[config.mk]
export PLATFORM = sky130hd
export DESIGN_NAME = lock_code_sender
export DESIGN_NICKNAME = d
export VERILOG_FILES = /design/src/rtl/lock_code_sender.sv
export SDC_FILE = /design/constraint.sdc
export NUM_CORES = 1
export LEC_CHECK = 0
export CORE_ASPECT_RATIO = 1.75
export CORE_MARGIN = 5
export CORE_UTILIZATION = 40
export DETAILED_ROUTE_END_ITERATION = 16
export SLEW_MARGIN = 20
export SYNTH_ARGS = -nofsm -noshare
export SYNTH_HDL_FRONTEND = slang
export SYNTH_SLANG_ARGS = --single-unit
[constraint.sdc]
create_clock -name clk -period 2.25 [get_ports clk]
set_input_delay 0.45 -clock clk [delete_from_list [all_inputs] [get_ports clk]]
set_output_delay 0.45 -clock clk [all_outputs]
set_load 0.01 [all_outputs]
[src/rtl/lock_code_sender.sv]
// lock_code_sender
// Driving end of the two-button electronic-lock interface. On an accepted
// start it replays a latched CODE_LEN-bit code onto the b0/b1 press lines,
// MSB first, one press of PRESS_CYCLES periods per bit, each optionally
// followed by GAP_CYCLES periods with both buttons released. It then waits
// up to TIMEOUT periods for the lock's unlock flag and reports the result.
//
// Ports:
//   clk      system clock, all state changes on posedge
//   reset    asynchronous active-low reset (low = reset asserted)
//   start    request an attempt, sampled only in IDLE
//   abort    cancel the attempt in progress (no done pulse)
//   code     code to send, latched on the accepted start
//   unlock   unlock flag from the lock
//   b0, b1   registered "0" / "1" button presses
//   busy     high from the accepted start until done or abort
//   done     one-cycle pulse at the end of an attempt
//   success  unlock seen during the attempt, held until the next start
//   fail     timeout without unlock, held until the next start

module lock_code_sender #(
   parameter int CODE_LEN     = 5,
   parameter int PRESS_CYCLES = 1,
   parameter int GAP_CYCLES   = 0,
   parameter int TIMEOUT      = 4
) (
   input  logic                clk,
   input  logic                reset,
   input  logic                start,
   input  logic                abort,
   input  logic [CODE_LEN-1:0] code,
   input  logic                unlock,
   output logic                b0,
   output logic                b1,
   output logic                busy,
   output logic                done,
   output logic                success,
   output logic                fail
);

   localparam int MAX_PG  = (PRESS_CYCLES > GAP_CYCLES) ? PRESS_CYCLES : GAP_CYCLES;
   localparam int MAX_CNT = (MAX_PG > TIMEOUT) ? MAX_PG : TIMEOUT;
   localparam int CW      = $clog2(MAX_CNT + 1);
   localparam int IW      = $clog2(CODE_LEN + 1);

   typedef enum logic [2:0] {IDLE, PRESS, GAP, WAIT, DONE} state_t;

   state_t              state;
   logic [CODE_LEN-1:0] shreg;
   logic [CODE_LEN-1:0] next_shreg;
   logic                next_bit;
   logic [IW-1:0]       bit_idx;
   logic [CW-1:0]       cnt;
   logic                seen;
   logic                last_bit;

   // The bit being pressed always sits in the MSB of shreg; the register is
   // shifted when a press ends, so after a gap the next bit is already in
   // place, while back-to-back presses take it from the shifted value.
   assign next_shreg = shreg << 1;
   assign next_bit   = next_shreg[CODE_LEN-1];

   // bit_idx is only decremented when the next press starts, so it stays 0
   // through the press and gap of the final bit.
   assign last_bit = (bit_idx == '0);

   always_ff @(posedge clk or negedge reset) begin
      if (!reset) begin
         state   <= IDLE;
         shreg   <= '0;
         bit_idx <= '0;
         cnt     <= '0;
         seen    <= 1'b0;
         b0      <= 1'b0;
         b1      <= 1'b0;
         busy    <= 1'b0;
         done    <= 1'b0;
         success <= 1'b0;
         fail    <= 1'b0;
      end else begin
         done <= 1'b0;
         if (abort && (state == PRESS || state == GAP || state == WAIT)) begin
            // Abort leaves success/fail at the zero they were cleared to on start.
            state <= IDLE;
            b0    <= 1'b0;
            b1    <= 1'b0;
            busy  <= 1'b0;
         end else begin
            unique case (state)
               IDLE: begin
                  if (start && !abort) begin
                     shreg   <= code;
                     bit_idx <= IW'(CODE_LEN - 1);
                     cnt     <= CW'(1);
                     seen    <= 1'b0;
                     success <= 1'b0;
                     fail    <= 1'b0;
                     busy    <= 1'b1;
                     b1      <= code[CODE_LEN-1];
                     b0      <= ~code[CODE_LEN-1];
                     state   <= PRESS;
                  end
               end
               PRESS: begin
                  // Unlock before the final bit is pressed is stale and ignored.
                  if (unlock && last_bit) seen <= 1'b1;
                  if (cnt == CW'(PRESS_CYCLES)) begin
                     shreg <= next_shreg;
                     cnt   <= CW'(1);
                     if (GAP_CYCLES > 0) begin
                        b0    <= 1'b0;
                        b1    <= 1'b0;
                        state <= GAP;
                     end else if (last_bit) begin
                        b0    <= 1'b0;
                        b1    <= 1'b0;
                        state <= WAIT;
                     end else begin
                        bit_idx <= bit_idx - IW'(1);
                        b1      <= next_bit;
                        b0      <= ~next_bit;
                     end
                  end else begin
                     cnt <= cnt + CW'(1);
                  end
               end
               GAP: begin
                  if (unlock && last_bit) seen <= 1'b1;
                  if (cnt == CW'(GAP_CYCLES)) begin
                     cnt <= CW'(1);
                     if (last_bit) begin
                        state <= WAIT;
                     end else begin
                        bit_idx <= bit_idx - IW'(1);
                        b1      <= shreg[CODE_LEN-1];
                        b0      <= ~shreg[CODE_LEN-1];
                        state   <= PRESS;
                     end
                  end else begin
                     cnt <= cnt + CW'(1);
                  end
               end
               WAIT: begin
                  // Success takes priority over a timeout on the same edge.
                  if (seen || unlock) begin
                     success <= 1'b1;
                     done    <= 1'b1;
                     busy    <= 1'b0;
                     state   <= DONE;
                  end else if (cnt == CW'(TIMEOUT)) begin
                     fail  <= 1'b1;
                     done  <= 1'b1;
                     busy  <= 1'b0;
                     state <= DONE;
                  end else begin
                     cnt <= cnt + CW'(1);
                  end
               end
               DONE: begin
                  state <= IDLE;
               end
               default: begin
                  state <= IDLE;
               end
            endcase
         end
      end
   end

endmodule
==> Yosys cells after proc, flatten, opt, wreduce, memory -nomap -nowiden <==
Cells that the tools add are included.
{ "totals": {"reg_bits": 21, "latchBits": 0, "ram_bits": 0, "mem_bits_ro": 0, "in_bits": 10, "out_inout_bits": 6, "elab_cells": 116, "mem_count": 0} }
{ "op_classes": {"add_sub_neg": 2, "multipliers": 0, "div": 0, "order_cmp": 0, "eq_ne": 19, "n_shift": 0, "mux": 53, "bitwise_logic": 4, "reduce_logical": 27} }
{ "ops": {"columns": ["op", "n"], "rows": [
  ["3-bit 2-to-1 mux", 15],
  ["1-bit 2-to-1 mux", 25],
  ["5-bit AND reduction", 5],
  ["3-bit one-hot mux with 4 select lines", 2],
  ["4-bit AND reduction", 3],
  ["5-bit 2-to-1 mux", 2],
  ["2-bit by 1-bit != test with 1-bit output, second input constant", 5],
  ["5-bit one-hot mux with 2 select lines", 1],
  ["3-bit logical NOT", 3],
  ["3-bit one-hot mux with 3 select lines", 1],
  ["1-bit one-hot mux with 2 select lines", 4],
  ["4-bit nonzero test", 2],
  ["3-bit by 1-bit equality test with 1-bit output, second input constant", 2],
  ["3-bit by 2-bit equality test with 1-bit output, second input constant", 2],
  ["2-bit != test, second input constant", 3],
  ["3-bit by 1-bit != test with 1-bit output, second input constant", 2],
  ["3-bit by 2-bit != test with 1-bit output, second input constant", 2],
  ["1-bit one-hot mux with 3 select lines", 2],
  ["2-bit nonzero test", 3],
  ["3-bit nonzero test", 2],
  ["4-bit by 1-bit != test with 1-bit output, second input constant", 1],
  ["1-bit NOT", 4],
  ["3-bit by 1-bit adder with 3-bit output, second input constant", 1],
  ["3-bit equality test, second input constant", 1],
  ["8 further kinds", 12]
]} }

==> Depth between registers and ports, before layout <==
{ "depth": {"depth_word": 6, "ltp_mapped": 6, "ltp_nobuf": 6} }

==> Least setup slack after synthesis <==
Ideal clock, no wire load.
{ "synth_timing": {"path_kind": "reg2reg", "start": "register bit_idx[0]", "end": "register b0", "setup_time_ns": 0.127, "t_arrival_ns": 1.563, "t_required_ns": 2.123, "path_slack_ns": 0.559, "path_stages_with_launch": 7, "path_buffers": 0, "synth_period_minus_slack_ns": 1.691, "path_cell_list": "dfrtp_1 > inv_1 > ha_1 > nor2b_1 > a21oi_1 > o311ai_1 > mux2_1"} }
{ "synth_via": {"elab_chain_len": 5, "word_cells_on_any_way": 7, "classes_between": "1 x eq/ne; 4 x mux; 2 x reduce/logical"} }
{ "synth_lines": {"columns": ["item", "line", "text"], "rows": [
  ["start: declaration", "52", "logic [IW-1:0] bit_idx;"],
  ["start signal: assignment", "93", "bit_idx <= IW'(CODE_LEN - 1);"],
  ["start signal: assignment", "119", "bit_idx <= bit_idx - IW'(1);"],
  ["start signal: assignment", "134", "bit_idx <= bit_idx - IW'(1);"],
  ["3-bit logical NOT *", "65", "assign last_bit = (bit_idx == '0);"],
  ["1-bit 2-to-1 mux", "114", "end else if (last_bit) begin"],
  ["1-bit 2-to-1 mux", "107", "if (cnt == CW'(PRESS_CYCLES)) begin"],
  ["1-bit one-hot mux with 3 select lines", "89", "unique case (state)"],
  ["1-bit 2-to-1 mux", "82", "if (abort && (state == PRESS || state == GAP || state == WAIT)) begin"],
  ["end signal: assignment", "100", "b0 <= ~code[CODE_LEN-1];"],
  ["end signal: assignment", "121", "b0 <= ~next_bit;"],
  ["end signal: assignment", "136", "b0 <= ~shreg[CODE_LEN-1];"],
  ["end: declaration", "33", "output logic b0,"]
]} }
Every way passes the cells marked *; elsewhere a longest branch is shown, timed or not. The select of a mux whose other input is x is not followed.
A chain may end at the register's enable or synchronous reset.

==> Final worst setup path <==
{ "layout_timing": {"start": "register bit_idx[0]", "end": "register b1"} }
{ "layout_via": {"elab_chain_len": 5, "word_cells_on_any_way": 7, "classes_between": "1 x eq/ne; 4 x mux; 2 x reduce/logical"} }
{ "layout_lines": {"columns": ["item", "line", "text"], "rows": [
  ["3-bit logical NOT *", "65", null],
  ["1-bit 2-to-1 mux", "114", null],
  ["1-bit 2-to-1 mux", "107", null],
  ["1-bit one-hot mux with 3 select lines", "89", null],
  ["1-bit 2-to-1 mux", "82", null],
  ["end signal: assignment", "99", "b1 <= code[CODE_LEN-1];"],
  ["end signal: assignment", "120", "b1 <= next_bit;"],
  ["end signal: assignment", "135", "b1 <= shreg[CODE_LEN-1];"],
  ["end: declaration", "34", "output logic b1,"]
]} }
Marks and branches as above.

==> results.sh <==
export IMPL_synth_ff_type="dfrtp_1"
export IMPL_synth_top_area_share_pct=37.9
export IMPL_grt_max_degree=22
export IMPL_ys_top_cells_by_area="dfrtp_1 (38%), ha_1 (4.5%), mux2i_1 (3.6%)"
export IMPL_drc_errors=0
export IMPL_drv_slew=0
export IMPL_synth_edf_count=0
export IMPL_start_util_pct=41.2
export IMPL_clockRootBuffer="clkbuf_8"
export IMPL_synth_fp_nets=152
export IMPL_synth_common_cells="dfrtp_1 (21), nor2_1 (13), a21oi_1 (9)"
export IMPL_synth_seq_cells=21
export IMPL_nets=173
export IMPL_rsz0062_at_grt="false"
export IMPL_max_slew_margin_rel_pct=64.3
export IMPL_core_area_sq_um=3360
export IMPL_critPathCaptureType="register"
export IMPL_fmax_mhz=513
export IMPL_synthCells=137
export IMPL_grt_pass1_wl_mm=5.21
export IMPL_tns_ns=0
export IMPL_async_flop_share_pct=100
export IMPL_hold_viol_final=0
export IMPL_power_mw=1.96
export IMPL_fin_worst_skew_ns=0.00618
export IMPL_syn_area_per_cell_sq_um=10.1
export IMPL_drt_iter0_markers=15
export IMPL_cts_buffers=3
export IMPL_num_vias=1101
export IMPL_cts_max_level=1
export IMPL_dpl_cell_count=198
export IMPL_crit_type="register to register"
export IMPL_dieArea_sq_um=4790
export IMPL_r2r_slack_ns=0.30
export IMPL_yosys_warnings=0
export IMPL_cp_start_kind="register"
export IMPL_cp_data_required_time_ns=2.40
export IMPL_drv_cap=0
export IMPL_layout_area_overhead_vs_synth_pct=19.2
export IMPL_wirelength_mm=3.02
export IMPL_whs_ns=0.476
export IMPL_stdcell_count=202
export IMPL_power_leakage_nw=0.695
export IMPL_clk_pin_slew_ns=0.07
export IMPL_clk_latency_ns=0.27
export IMPL_cts_buffer_depth=2
export IMPL_cts_tree="built"
export IMPL_antenna_left=0
export IMPL_first_pass_iters=4
export IMPL_vias_per_cell=5.45
export IMPL_track_usage_pct=14.7
export IMPL_status="completed"
export IMPL_n_antenna_cell=0
export IMPL_design_area_sq_um=1650
export IMPL_num_rows=28
export IMPL_cts_num_sinks=21
export IMPL_postCtsSetupRepairBufs=0
export IMPL_die_h_um=87.9
export IMPL_power_density_nw_per_um2=1190
export IMPL_synth_area_sq_um=1390
export IMPL_postCtsResizedCells=0
export IMPL_drive_gt1_share_pct=14.0
export IMPL_avgRoutedWirePerCell_um=14.9
export IMPL_antenna_found_initial=0
export IMPL_irDropWorstVdd_mv=0.736
export IMPL_final_period_utilization_pct=86.7
export IMPL_ys_seq_area_share_pct=37.9
export IMPL_hold_class="register to register"
export IMPL_path_max_fanout=4
export IMPL_numPortBuffers=15
export IMPL_post_dp_cell_area_sq_um=1610
export IMPL_crit_arrival_ns=2.10
export IMPL_ys_types=52
export IMPL_min_period_ns=1.95
export IMPL_grt_pass1_vias=1166
export IMPL_setup_viol=0
export IMPL_hpwlAfterDp_mm=2.41
export IMPL_synth_top_area_cell="dfrtp_1"
export IMPL_die_width_um=54.5
export IMPL_holdBufCountCts=0
export IMPL_ioPinCount=16
export IMPL_worstMarginPinSlew_ns=0.536
export IMPL_grt_ovfl_total=0
export IMPL_synth_most_common_cell="dfrtp_1"
export IMPL_place_gp_congestion=0.838
[power breakdown]
group          switching, mW  total, mW  internal [mW]
Combinational          0.559       1.06          0.501
Clock                  0.122      0.249          0.126
Sequential             0.145      0.655          0.510
Total                  0.826       1.96           1.14
[area by class of cell]
class | count | area, sq um
clock buffers | 4 | 45.0
multi-input cells | 103 | 797
repair buffers | 22 | 203
flip-flops and latches | 21 | 526
well taps | 45 | 56.3
inverters | 7 | 26.3
fillers | 349 | 1710
[sequential cells by signal, summed over array words and instances, names as in the netlist, 3 cells and up]
register / cells
shreg: 5
state: 3
bit_idx: 3
cnt: 3
[routing by layer]
layer  global-route usage (%)  part of all wire [%]
met4                     6.58                   2.9
met3                     2.21                   2.1
met5                        0                     0
met1                     16.3                    39
met2                     26.4                    56
[cells by family (layout without fill, tap and decap cells)]
| group | after synthesis | in the layout | share of synthesized area [%] |
|---|---|---|---|
| AND/OR/NAND/NOR | 49 | 49 | 22.7 |
| AO/OA/AOI/OAI | 41 | 41 | 24.4 |
| flip-flops | 21 | 21 | 37.9 |
| buffers and inverters | 13 | 33 | 4.60 |
| multiplexers | 7 | 7 | 5.23 |
| adder cells (fa/ha/maj) | 5 | 5 | 4.51 |
| XOR/XNOR | 1 | 1 | 0.632 |
[layout by cell type, fill, tap and decap left out, types with 4 or more instances in the layout]
cell type	instances
dfrtp_1	21
clkdlybuf4s50_1	15
nor2_1	13
a21oi_1	9
inv_1	7
buf_4	7
nand2_1	6
mux2i_1	5
ha_1	5
nand2b_1	4
[path summary, 6_finish.rpt]
check,start,end,cells past startpoint
setup / recovery,bit_idx[0],b1,6
hold / removal,bit_idx[0],bit_idx[0],1
setup reg to reg,bit_idx[0],b1,6
hold reg to reg,bit_idx[0],bit_idx[0],1
max in group asynchronous,reset,b0,2
min in group asynchronous,reset,seen,2
[worst max-delay path, cell delays in order (launching register included)]
cell	delay, ns
dfrtp_1	0.39
inv_1	0.08
ha_1	0.23
nor2b_1	0.24
a21oi_1	0.10
o311ai_1	0.43
mux2_1	0.37
[through the flow]
stage	setup slack (ns)	utilization (%)
after floorplan	0.559	-
after global placement	0.175	47.8
after detailed placement	0.194	47.8
after CTS	0.286	49.1
after global routing	0.0992	49.1
final	0.300	49.1
No activity file was read; power rests on OpenSTA's default activity.
==> variant, RTL diff (config.mk and constraints unchanged) <==
Put one more register stage on the output `fail`, cleared by the reset. The value now appears one clock later. The other outputs are not delayed to match.
--- a/src/rtl/lock_code_sender.sv
+++ b/src/rtl/lock_code_sender.sv
@@ -45,6 +45,8 @@
 
    typedef enum logic [2:0] {IDLE, PRESS, GAP, WAIT, DONE} state_t;
 
+   logic fail_s0;
+
    state_t              state;
    logic [CODE_LEN-1:0] shreg;
    logic [CODE_LEN-1:0] next_shreg;
@@ -76,7 +78,7 @@
          busy    <= 1'b0;
          done    <= 1'b0;
          success <= 1'b0;
-         fail    <= 1'b0;
+         fail_s0 <= 1'b0;
       end else begin
          done <= 1'b0;
          if (abort && (state == PRESS || state == GAP || state == WAIT)) begin
@@ -94,7 +96,7 @@
                      cnt     <= CW'(1);
                      seen    <= 1'b0;
                      success <= 1'b0;
-                     fail    <= 1'b0;
+                     fail_s0 <= 1'b0;
                      busy    <= 1'b1;
                      b1      <= code[CODE_LEN-1];
                      b0      <= ~code[CODE_LEN-1];
@@ -148,7 +150,7 @@
                      busy    <= 1'b0;
                      state   <= DONE;
                   end else if (cnt == CW'(TIMEOUT)) begin
-                     fail  <= 1'b1;
+                     fail_s0 <= 1'b1;
                      done  <= 1'b1;
                      busy  <= 1'b0;
                      state <= DONE;
@@ -167,4 +169,12 @@
       end
    end
 
+   always_ff @(posedge clk or negedge reset) begin
+      if (!reset) begin
+         fail <= '0;
+      end else begin
+         fail <= fail_s0;
+      end
+   end
+
 endmodule
Behaviour: same outputs for any inputs over 10 cycles, from zero or initial values and one cycle with reset low; that may be too few to reach the edited logic, so the function may still have changed.
==> variant against the unedited design <==
Largest cell class unchanged; critical path depth stayed put; first-iteration DRC count is 67% higher; worst setup slack worse by 0.084 ns; wire length is 12% higher; area after synthesis is 2.4% higher; sequential cell count is 1 higher; power is 1.2% lower; critical path type unchanged; cell area is 5.8% higher.
==> variant: results (changes against the unedited design) <==
| Metric | Value |
|---|---|
| Largest net degree at the start of global routing | 23 (+4.5%) |
| Layout Skew | 0.00657 ns (+0.000390 ns) |
| Clock latency on the worst-skew pair | 0.27 ns (about the same) |
| Synth warn | 0 (unchanged) |
| Slowest-stage cell, CP | dfrtp_1 |
| Critical Path Sink | cnt[2] |
| Vias/cell | 5.61 (+3.0%) |
| Synth cell types | 47 (-9.6%) |
| Vias in the first global route | 1233 (+5.7%) |
| WL final | 3380 µm (+12%) |
| Share of cells above drive strength 1 | 16.9% (+2.9 points) |
| FF-to-FF setup slack | 0.22 ns (-0.08 ns) |
| Crit Reg-Reg Startpoint | cnt[0] |
| Relative slew slack | 68.3% (+4.0 points) |
| Starting DRT DRC Count | 25 (+10) |
| CP max FO | 5 (+1) |
| Seq/Total Area, Yosys | 38.8% (+0.86 points) |
| TritonCTS buffer count | 3 (unchanged) |
| Post-CTS sizing | 0 (unchanged) |
| GRT Total Usage | 16.0% (+1.3 points) |
| Top cells by area, synth | dfrtp_1 39%, ha_1 4.4%, a21oi_1 4.2% |
| CTS clk-pin slew, worst paths | 0.09 ns (+0.02 ns) |
| Hpwl dp | 2590 µm (+7.5%) |
| FILL cells | 310 (-11%) |
| Most frequent cells after synthesis | 22 x dfrtp_1, 13 x nor2_1, 12 x a21oi_1, 8 x nand2b_1, 7 x inv_1 |
| Post-layout nets | 182 (+5.2%) |
| Worst Path Arrival | 2.25 ns (+0.15 ns) |
| First-pass GRT wire length | 5730 µm (+10%) |
| Outcome | completed |
| Htree depth | 1 (unchanged) |
| GP Congestion | 0.837 (about the same) |
| Number of port buffers | 15 (unchanged) |
| Peak supply drop | 0.634 mV (-14%) |
| Leak | 0.757 nW (+9.0%) |
| Synth Net Count | 156 (+2.6%) |
==> variant: worst min path at each step <==
stage | slack (ns) | depth (start not counted) | startpoint | end
2_1_floorplan | 0.15 | 0 | reset | b0
3_3_place_gp | 0.38 | 0 | fail_s0 | fail
3_5_place_dp | 0.38 | 0 | fail_s0 | fail
4_1_cts | 0.41 | 0 | fail_s0 | fail
5_1_grt | 0.42 | 0 | fail_s0 | fail
6_report | 0.40 | 0 | fail_s0 | fail
==> variant: final cells by class <==
class / count / area share [%]
tap: 45 / 3.22
multi-input combinational: 104 / 45.4
clock inverter: 1 / 1.72
inverter: 8 / 1.72
clock buffer: 3 / 2.36
sequential: 22 / 31.5
timing repair buffer: 28 / 14.2
==> variant: report_power, final <==
part	internal [mW]	switching (mW)	total [mW]
registers	0.518	0.111	0.629
clock network	0.238	0.144	0.382
logic	0.430	0.499	0.928
==> variant: layer usage <==
| metal | track usage, % | routed length, µm | vias up |
|---|---|---|---|
| li1 | - | - | 566 |
| met1 | 18.9 | 1350 | 572 |
| met2 | 27.6 | 1790 | 38 |
| met3 | 2.36 | 141 | 8 |
| met4 | 7.08 | 92 | 0 |
| met5 | 0 | 0 | - |
==> variant: logic make-up after synthesis <==
group           count (synthesis)  share of synthesized area, %
flops                          22                          38.8
compound gates                 43                          24.4
mux                             6                          4.58
fa+ha+maj                       5                          4.41
simple gates                   48                          21.2
buf+inv                        15                          5.37
xor+xnor                        2                          1.23
==> variant: stage by stage <==
step	setup slack, ns	instance area [µm²]	std cells	total power [mW]
global route	0.0566	1750	211	2.09
detailed placement	0.0174	1680	207	1.56
floorplan	0.456	1420	141	1.28
CTS	0.218	1750	211	1.95
global placement	0.106	1680	207	1.53
finish	0.215	1750	211	1.94
